--- src/rtl/video_pattern_gen.sv ---
// video_pattern_gen: streams ramp, colour-bar, checkerboard or solid test frames with valid/ready handshake.
module video_pattern_gen #(
  parameter int PIX_W = 8,
  parameter int H_ACTIVE = 640,
  parameter int V_ACTIVE = 480,
  parameter int ADDR_W = 20
) (
  input  logic                 clk,
  input  logic                 rst,
  input  logic                 en,
  input  logic [1:0]           mode,
  input  logic [3*PIX_W-1:0]   solid,
  input  logic                 m_ready,
  output logic                 m_valid,
  output logic [3*PIX_W-1:0]   m_data,
  output logic [ADDR_W-1:0]    m_addr,
  output logic                 m_sof,
  output logic                 m_eol,
  output logic [15:0]          frame_cnt
);
  localparam int DW = 3 * PIX_W;
  localparam int XW = H_ACTIVE > 1 ? $clog2(H_ACTIVE) : 1;
  localparam int YW = V_ACTIVE > 1 ? $clog2(V_ACTIVE) : 1;
  typedef enum logic {IDLE, ACTIVE} state_t;
  state_t state;
  logic [XW-1:0] x, nx;
  logic [YW-1:0] y, ny;
  logic [DW-1:0] ramp, ramp_n, lsolid;
  logic [1:0] lmode;
  logic xfer, last_x, last_y, frame_end;
  assign xfer = m_valid & m_ready;
  assign last_x = x == XW'(H_ACTIVE - 1);
  assign last_y = y == YW'(V_ACTIVE - 1);
  assign frame_end = last_x & last_y;
  assign nx = last_x ? '0 : x + 1'b1;
  assign ny = last_x ? (last_y ? '0 : y + 1'b1) : y;
  assign ramp_n = ramp + 1'b1;
  // Pixel colour for coordinate (px,py); r is the transfer count the pixel carries in ramp mode.
  function automatic logic [DW-1:0] pix(input logic [1:0] md, input logic [DW-1:0] sd,
                                        input logic [XW-1:0] px, input logic [YW-1:0] py,
                                        input logic [DW-1:0] r);
    logic [2:0] c;
    logic chk;
    c = 3'(7 - int'(px) / (H_ACTIVE / 8));
    chk = ((32'(px) ^ 32'(py)) & 32'd8) != 0;
    return md == 2'd0 ? r :
           md == 2'd1 ? {{PIX_W{c[2]}}, {PIX_W{c[1]}}, {PIX_W{c[0]}}} :
           md == 2'd2 ? {DW{chk}} : sd;
  endfunction
  always_ff @(posedge clk) begin
    if (rst) begin
      state <= IDLE;
      m_valid <= 1'b0;
      m_data <= '0;
      m_addr <= '0;
      m_sof <= 1'b0;
      m_eol <= 1'b0;
      frame_cnt <= '0;
      x <= '0;
      y <= '0;
      ramp <= '0;
      lmode <= '0;
      lsolid <= '0;
    end else if (state == IDLE) begin
      if (en) begin
        state <= ACTIVE;
        m_valid <= 1'b1;
        x <= '0;
        y <= '0;
        m_addr <= '0;
        lmode <= mode;
        lsolid <= solid;
        m_data <= pix(mode, solid, '0, '0, ramp);
        m_sof <= 1'b1;
        m_eol <= 1'b0;
      end
    end else if (xfer) begin
      ramp <= ramp_n;
      if (frame_end) begin
        frame_cnt <= frame_cnt + 1'b1;
        x <= '0;
        y <= '0;
        m_addr <= '0;
        // Back-to-back frames relatch mode/solid as pixel (0,0) goes out.
        if (en) begin
          lmode <= mode;
          lsolid <= solid;
          m_data <= pix(mode, solid, '0, '0, ramp_n);
          m_sof <= 1'b1;
          m_eol <= 1'b0;
        end else begin
          state <= IDLE;
          m_valid <= 1'b0;
          m_sof <= 1'b0;
          m_eol <= 1'b0;
        end
      end else begin
        x <= nx;
        y <= ny;
        m_addr <= m_addr + 1'b1;
        m_data <= pix(lmode, lsolid, nx, ny, ramp_n);
        m_sof <= 1'b0;
        m_eol <= nx == XW'(H_ACTIVE - 1);
      end
    end
  end
endmodule

--- config.mk ---
export PLATFORM = sky130hd
export DESIGN_NAME = video_pattern_gen
export DESIGN_NICKNAME = d
export VERILOG_FILES = /design/src/rtl/video_pattern_gen.sv
export SDC_FILE = /design/constraint.sdc
export NUM_CORES = 1
export LEC_CHECK = 0
export ABC_AREA = 1
export CORE_MARGIN = 2
export CORE_UTILIZATION = 35
export CTS_BUF_LIST = sky130_fd_sc_hd__clkbuf_16
export DETAILED_ROUTE_END_ITERATION = 16
export PLACE_DENSITY = 0.53
export SYNTH_ARGS = -nofsm -noshare
export SYNTH_HDL_FRONTEND = slang
export SYNTH_SLANG_ARGS = --single-unit
export TNS_END_PERCENT = 10
--- constraint.sdc ---
create_clock -name clk -period 3.6 [get_ports clk]
set_input_delay 0.72 -clock clk [delete_from_list [all_inputs] [get_ports clk]]
set_output_delay 0.72 -clock clk [all_outputs]
set_load 0.05 [all_outputs]
Yosys cells after proc, flatten, opt, wreduce, memory -nomap -nowiden. Cells that the tools add are included.

Add/subtract/negate cells: 6. Div/mod/pow operators: 1. Equality and inequality tests: 11. Mux-type cells: 51. Bitwise logic cells: 3. Reduce and logical (&&, ||, !) cells: 9.

Operators with widths (number): $mux W24 (16); $mux W20 (4); $mux W9 (6); $mux W10 (5); $div A11 B8 Y32 const B (1); $add A24 B1 Y24 const B (1); $add A20 B1 Y20 const B (1); $eq A10 B10 Y1 const B (2); $add A16 B1 Y16 const B (1); $mux W1 (16); $add A10 B1 Y10 const B (1); $add A9 B1 Y9 const B (1); $eq A9 B9 Y1 const B (1); $mux W2 (4); $reduce_and A2 Y1 (3); $reduce_and A3 Y1 (2); $eq A2 B1 Y1 const B (2); $eq A2 B2 Y1 const B (2); $logic_not A2 Y1 (2); $ne A2 B1 Y1 const B (2); $reduce_and A4 Y1 (1); $xor A4 B4 Y4 (1); $ne A3 B3 Y1 const B (1); $sub A1 B3 Y3 const A (1); 3 further kinds (4).

Register bits after elaboration: 133. Input port bits: 30. Output and inout bits: 63. Word-level logic and storage cells: 93.

Longest topological paths before layout.
Depth after elaboration: 10. Mapped depth: 25. Mapped depth without buffers: 25.

Worst setup path before layout. No wires, ideal clock.

Kind: reg-to-reg. From: register x[0]. To: register m_data[3]. Library setup time: 0.122 ns. Arrival time: 2.668 ns. Required time: 3.478 ns. Slack: 0.810 ns. Stages on the path, launching flop included: 24. Buffers on the path: 0. Period minus slack after synthesis: 2.790 ns. Path through: dfxtp_1 > ha_1 > nand3_1 > nor2_2 > nand2_4 > inv_4 > nor2_8 > ha_1 > inv_1 > nand2_2 > nand2_4 > nand2_4 > o21ai_4 > nand3_2 > nand2_2 > o21ai_1 > nand2_1 > clkinv_1 > nand2_4 > o21bai_2 > nand2_1 > nand2_1 > nand2_1 > a21oi_2.

Cells in the longest elaborated chain, start to end: 9. Elaborated cells on any way between the ends: 16. Classes of those cells: add/sub (2); div (1); eq/ne (2); mux (8); bitwise (2); reduce/logical (1).

Ends and longest elaborated chain: start: declaration (line 26) `logic [XW-1:0] x, nx;`; start signal: assignment (line 98) `x <= nx;`; $add A10 B1 Y10 / $eq A10 B10 Y1 (equally long branches) (line 35, 32); $mux W10 / $mux W9 (equally long branches) (line 35, 36); $div A11 B8 Y32 / $xor A4 B4 Y4 (equally long branches) (line 44, 45); $sub A1 B3 Y3 / $mux W24 (equally long branches) (line 44, 48); $mux W24 (line 47) `md == 2'd1 ? {{PIX_W{c[2]}}, {PIX_W{c[1]}}, {PIX_W{c[0]}}} :`; $mux W24 (line 46) `return md == 2'd0 ? r :`; $mux W24 (line 79) `if (frame_end) begin`; $mux W24 (line 77) `end else if (xfer) begin`; $mux W24 (line 64) `end else if (state == IDLE) begin`; end signal: assignment (line 73) `m_data <= pix(mode, solid, '0, '0, ramp);`; end signal: assignment (line 88) `m_data <= pix(mode, solid, '0, '0, ramp_n);`; end signal: assignment (line 101) `m_data <= pix(lmode, lsolid, nx, ny, ramp_n);`; end: declaration (line 15) `output logic [3*PIX_W-1:0] m_data,`.

Several ways; a longest one is shown, not always the timed one. The select of a mux whose other input is x is not followed. A chain may end at the register's enable or synchronous reset.

Worst setup path in the final report.
From: register x[0]. To: register m_data[7].

The elaborated chain is that of the path after synthesis.

==> qor.csv <==
stage;metric;value;unit
outcome;outcome;complete, no violations;
yosys;Syn. warnings;0;
setup_path;Crit path required time;3960;ps
route;WL/cell;15.6;um
grt;pin count of the biggest net entering global routing;44;
clock_tree;# resized after CTS;0;
yosys;Syn Nets;1189;
finish;final design utilization;0.444;
yosys;Syn Area/Cell;6.85;sq um
sta;Final setup viols;0;
yosys;biggest area consumer among synthesized cells;dfxtp_1;
grt;grt ovf;0;
yosys;asr flop ratio synth;0;
setup_path;CP Data Arrival Time;3470;ps
pwr;peak supply drop;0.276;mV
clock_tree;Clk pin slew, worst setup/hold paths;60;ps
route;max layer used;met4;
sta;crit share post-route;0.865;
yosys;synthesized instance count;1151;
grt;GRT Util Overall;0.205;
job;max-cap viol count;0;
yosys;post-synth cell types;52;
setup_path;CP Capture Type;flop;
clock_tree;CTS Buf Count;17;
route;WL met3;772;um
min_path;Min-Delay Path Class;reg2reg;
placement;GPL Wtd Cong;0.794;
die;initial core utilization;0.359;
die;CORE AREA;22000;sq um
clock_tree;# hold bufs at CTS;0;
sta;Worst Tran Pin Value;1110;ps
yosys;top cell type's share of synthesized area;0.337;
sta;final hold vios;0;
clock_tree;root buf cell;clkbuf_16;
die;Chip Width;154;um
die;Die Ht;154;um
route;DRT Wirelength;23.8;mm
pwr;PD cells;412;nW/um^2
yosys;synth top area cells;dfxtp_1 (34%), nand2_1 (8.7%), o21ai_0 (8.4%);
route;met2 routed WL;11.1;mm
pwr;LEAKAGE;3.79;nW
yosys;number of flops mapped to enable cells by yosys;0;
setup_path;Setup CP Type;reg2reg;
sta;Clock Skew;9.33;ps
die;IO Count;93;
sta;Slew headroom;0.256;
placement;HPWL after detailed placement;16.3;mm
clock_tree;Setup Buffers After CTS;0;
die;Row Count;54;
sta;upper clock frequency limit;321;MHz
finish;fraction of layout cells with a size suffix above 1;0.119;
finish;Final nets;1272;
sta;min cycle time layout;3110;ps
route;M1 WL;11.5;mm
clock_tree;CTS tree;done;
yosys;synthesized area;7890;sq um
setup_path;CP Launch Type;flop;
setup_path;Crit Path Max Fanout;9;
sta;RSZ-0062 raised after global routing;no;
die;DIE AREA;23800;sq um
route;Starting DRT DRC Count;388;
clock_tree;Max clock buf depth;2;
route;Vias;7845;
route;Post-DRT Antenna Nets;0;
grt;antenna violations before repair;0;
route;Post-route DRC;0;
sta;Max Slew Vio Count;0;
grt;first-pass GRT wire length;39.2;mm
finish;antenna cells;0;
yosys;Seq/Total Area, Yosys;0.337;
yosys;ys flop type;dfxtp_1;
yosys;Seq cells post-synth;133;
route;DR vias/cell;5.14;
grt;number of global-route vias before repair;7417;
finish;layout overhead on the synthesized area;23.5;%
clock_tree;Worst-Skew Late Latency;430;ps
clock_tree;CTS H-tree lvls;4;
placement;IO buf count;92;
pwr;Pwr Total;4.01;mW
sta;setup TNS;0;ps
clock_tree;clock tree sinks;133;
route;drt first pass iters;4;
==> cell usage after synthesis (3+ instances only) <==
cell / n
nor2_1: 92
nor3b_1: 4
a211oi_1: 4
o21bai_2: 8
a21oi_2: 8
nor3_2: 9
buf_1: 3
dfxtp_1: 133
inv_2: 6
a31oi_1: 22
nand2_4: 8
nor4_1: 8
nand2_2: 15
o21a_1: 3
nand2_1: 183
inv_1: 139
nor3_1: 17
nand3_1: 69
xor2_1: 26
a211o_1: 4
a21oi_1: 116
ha_1: 8
nor2_8: 3
o21ai_0: 133
nor2_2: 8
nand4_1: 24
nand3_2: 11
clkinv_1: 4
clkbuf_1: 49
==> placed cells by master, fill, tap and decap left out, types with 17 or more instances in the layout <==
master / instances
clkdlybuf4s50_1: 91
xor2_1: 26
inv_1: 138
nor3_1: 17
nor2_1: 91
nand4_1: 24
o21ai_0: 133
a31oi_1: 22
dfxtp_1: 133
nand3_1: 69
a21oi_1: 116
buf_4: 23
clkbuf_16: 17
nand2_1: 183
==> cell type report <==
type	count	area [sq um]
Inverter	150	566
Tap cell	280	350
Timing Repair Buffer	116	1110
Sequential cell	133	2660
Multi-Input combinational cell	816	4470
Clock buffer	17	425
Clock inverter	15	160
Fill cell	2261	12200
==> report_power, final <==
group / leakage (nW) / total [mW] / internal [mW] / switching (mW)
combinational: 2.42 / 0.674 / 0.224 / 0.450
sequential: 1.08 / 1.59 / 1.54 / 0.0440
clock: 0.284 / 1.75 / 0.985 / 0.764
==> stage by stage <==
| step | hold WS (ps) | worst slack [ps] | instances | area [sq um] |
|---|---|---|---|---|
| finish | 450 | 487 | 1527 | 9740 |
| global placement | 437 | 486 | 1495 | 9160 |
| global route | 472 | 156 | 1527 | 9740 |
| CTS | 454 | 448 | 1527 | 9740 |
| detailed placement | 444 | 455 | 1495 | 9160 |
| floorplan | 424 | 810 | 1151 | 7890 |
==> worst max-delay path: stages (launching register included) <==
cell	delay [ps]
dfxtp_1	430
ha_1	240
nand3_1	120
nor2_2	190
nand2_4	130
inv_4	150
nor2_8	70
ha_1	290
inv_1	60
nand2_2	60
nand2_4	80
nand2_4	80
nor2_8	140
nand3_2	100
nand3_2	80
nand2_2	80
nand3_2	80
nand2_1	60
nand2_2	70
nand2_4	110
o21bai_2	130
nand2_1	60
nand2_1	50
nand2_1	60
a21oi_2	100
==> logic make-up (layout without fill, tap and decap cells) <==
kind of cell | Yosys count | count (layout) | share of synthesized area
XOR/XNOR | 27 | 27 | 0.0300
AO/OA/AOI/OAI | 315 | 315 | 0.226
adder cells (fa/ha/maj) | 8 | 8 | 0.0127
flip-flops | 133 | 133 | 0.337
AND/OR/NAND/NOR | 466 | 466 | 0.297
buffers and inverters | 202 | 298 | 0.0964
==> metal layers <==
layer	vias up	track usage
met5	-	0
met4	0	0.0574
met3	26	0.0324
met2	144	0.345
met1	3643	0.273
li1	4032	-
==> sequential cells by signal (all words and copies together), names as in the netlist <==
| register | flops |
|---|---|
| lmode | 2 |
| lsolid | 24 |
| state | 1 |
| ramp | 24 |
| m_valid | 1 |
| x | 10 |
| m_sof | 1 |
| m_data | 24 |
| frame_cnt | 16 |
| m_addr | 20 |
| y | 9 |
| m_eol | 1 |
==> path summary, 6_finish.rpt <==
kind / endpoint / startpoint / slack [ps] / depth (start not counted)
setup / recovery: m_data[7]$_SDFFE_PP0P_ / x[0]$_SDFFE_PP0P_ / 490 / 24
hold / removal: y[8]$_SDFFE_PP0P_ / y[8]$_SDFFE_PP0P_ / 450 / 2
setup reg to reg: m_data[7]$_SDFFE_PP0P_ / x[0]$_SDFFE_PP0P_ / 490 / 24
hold reg to reg: y[8]$_SDFFE_PP0P_ / y[8]$_SDFFE_PP0P_ / 450 / 2
Note: power is estimated with default switching activity, not from simulation.
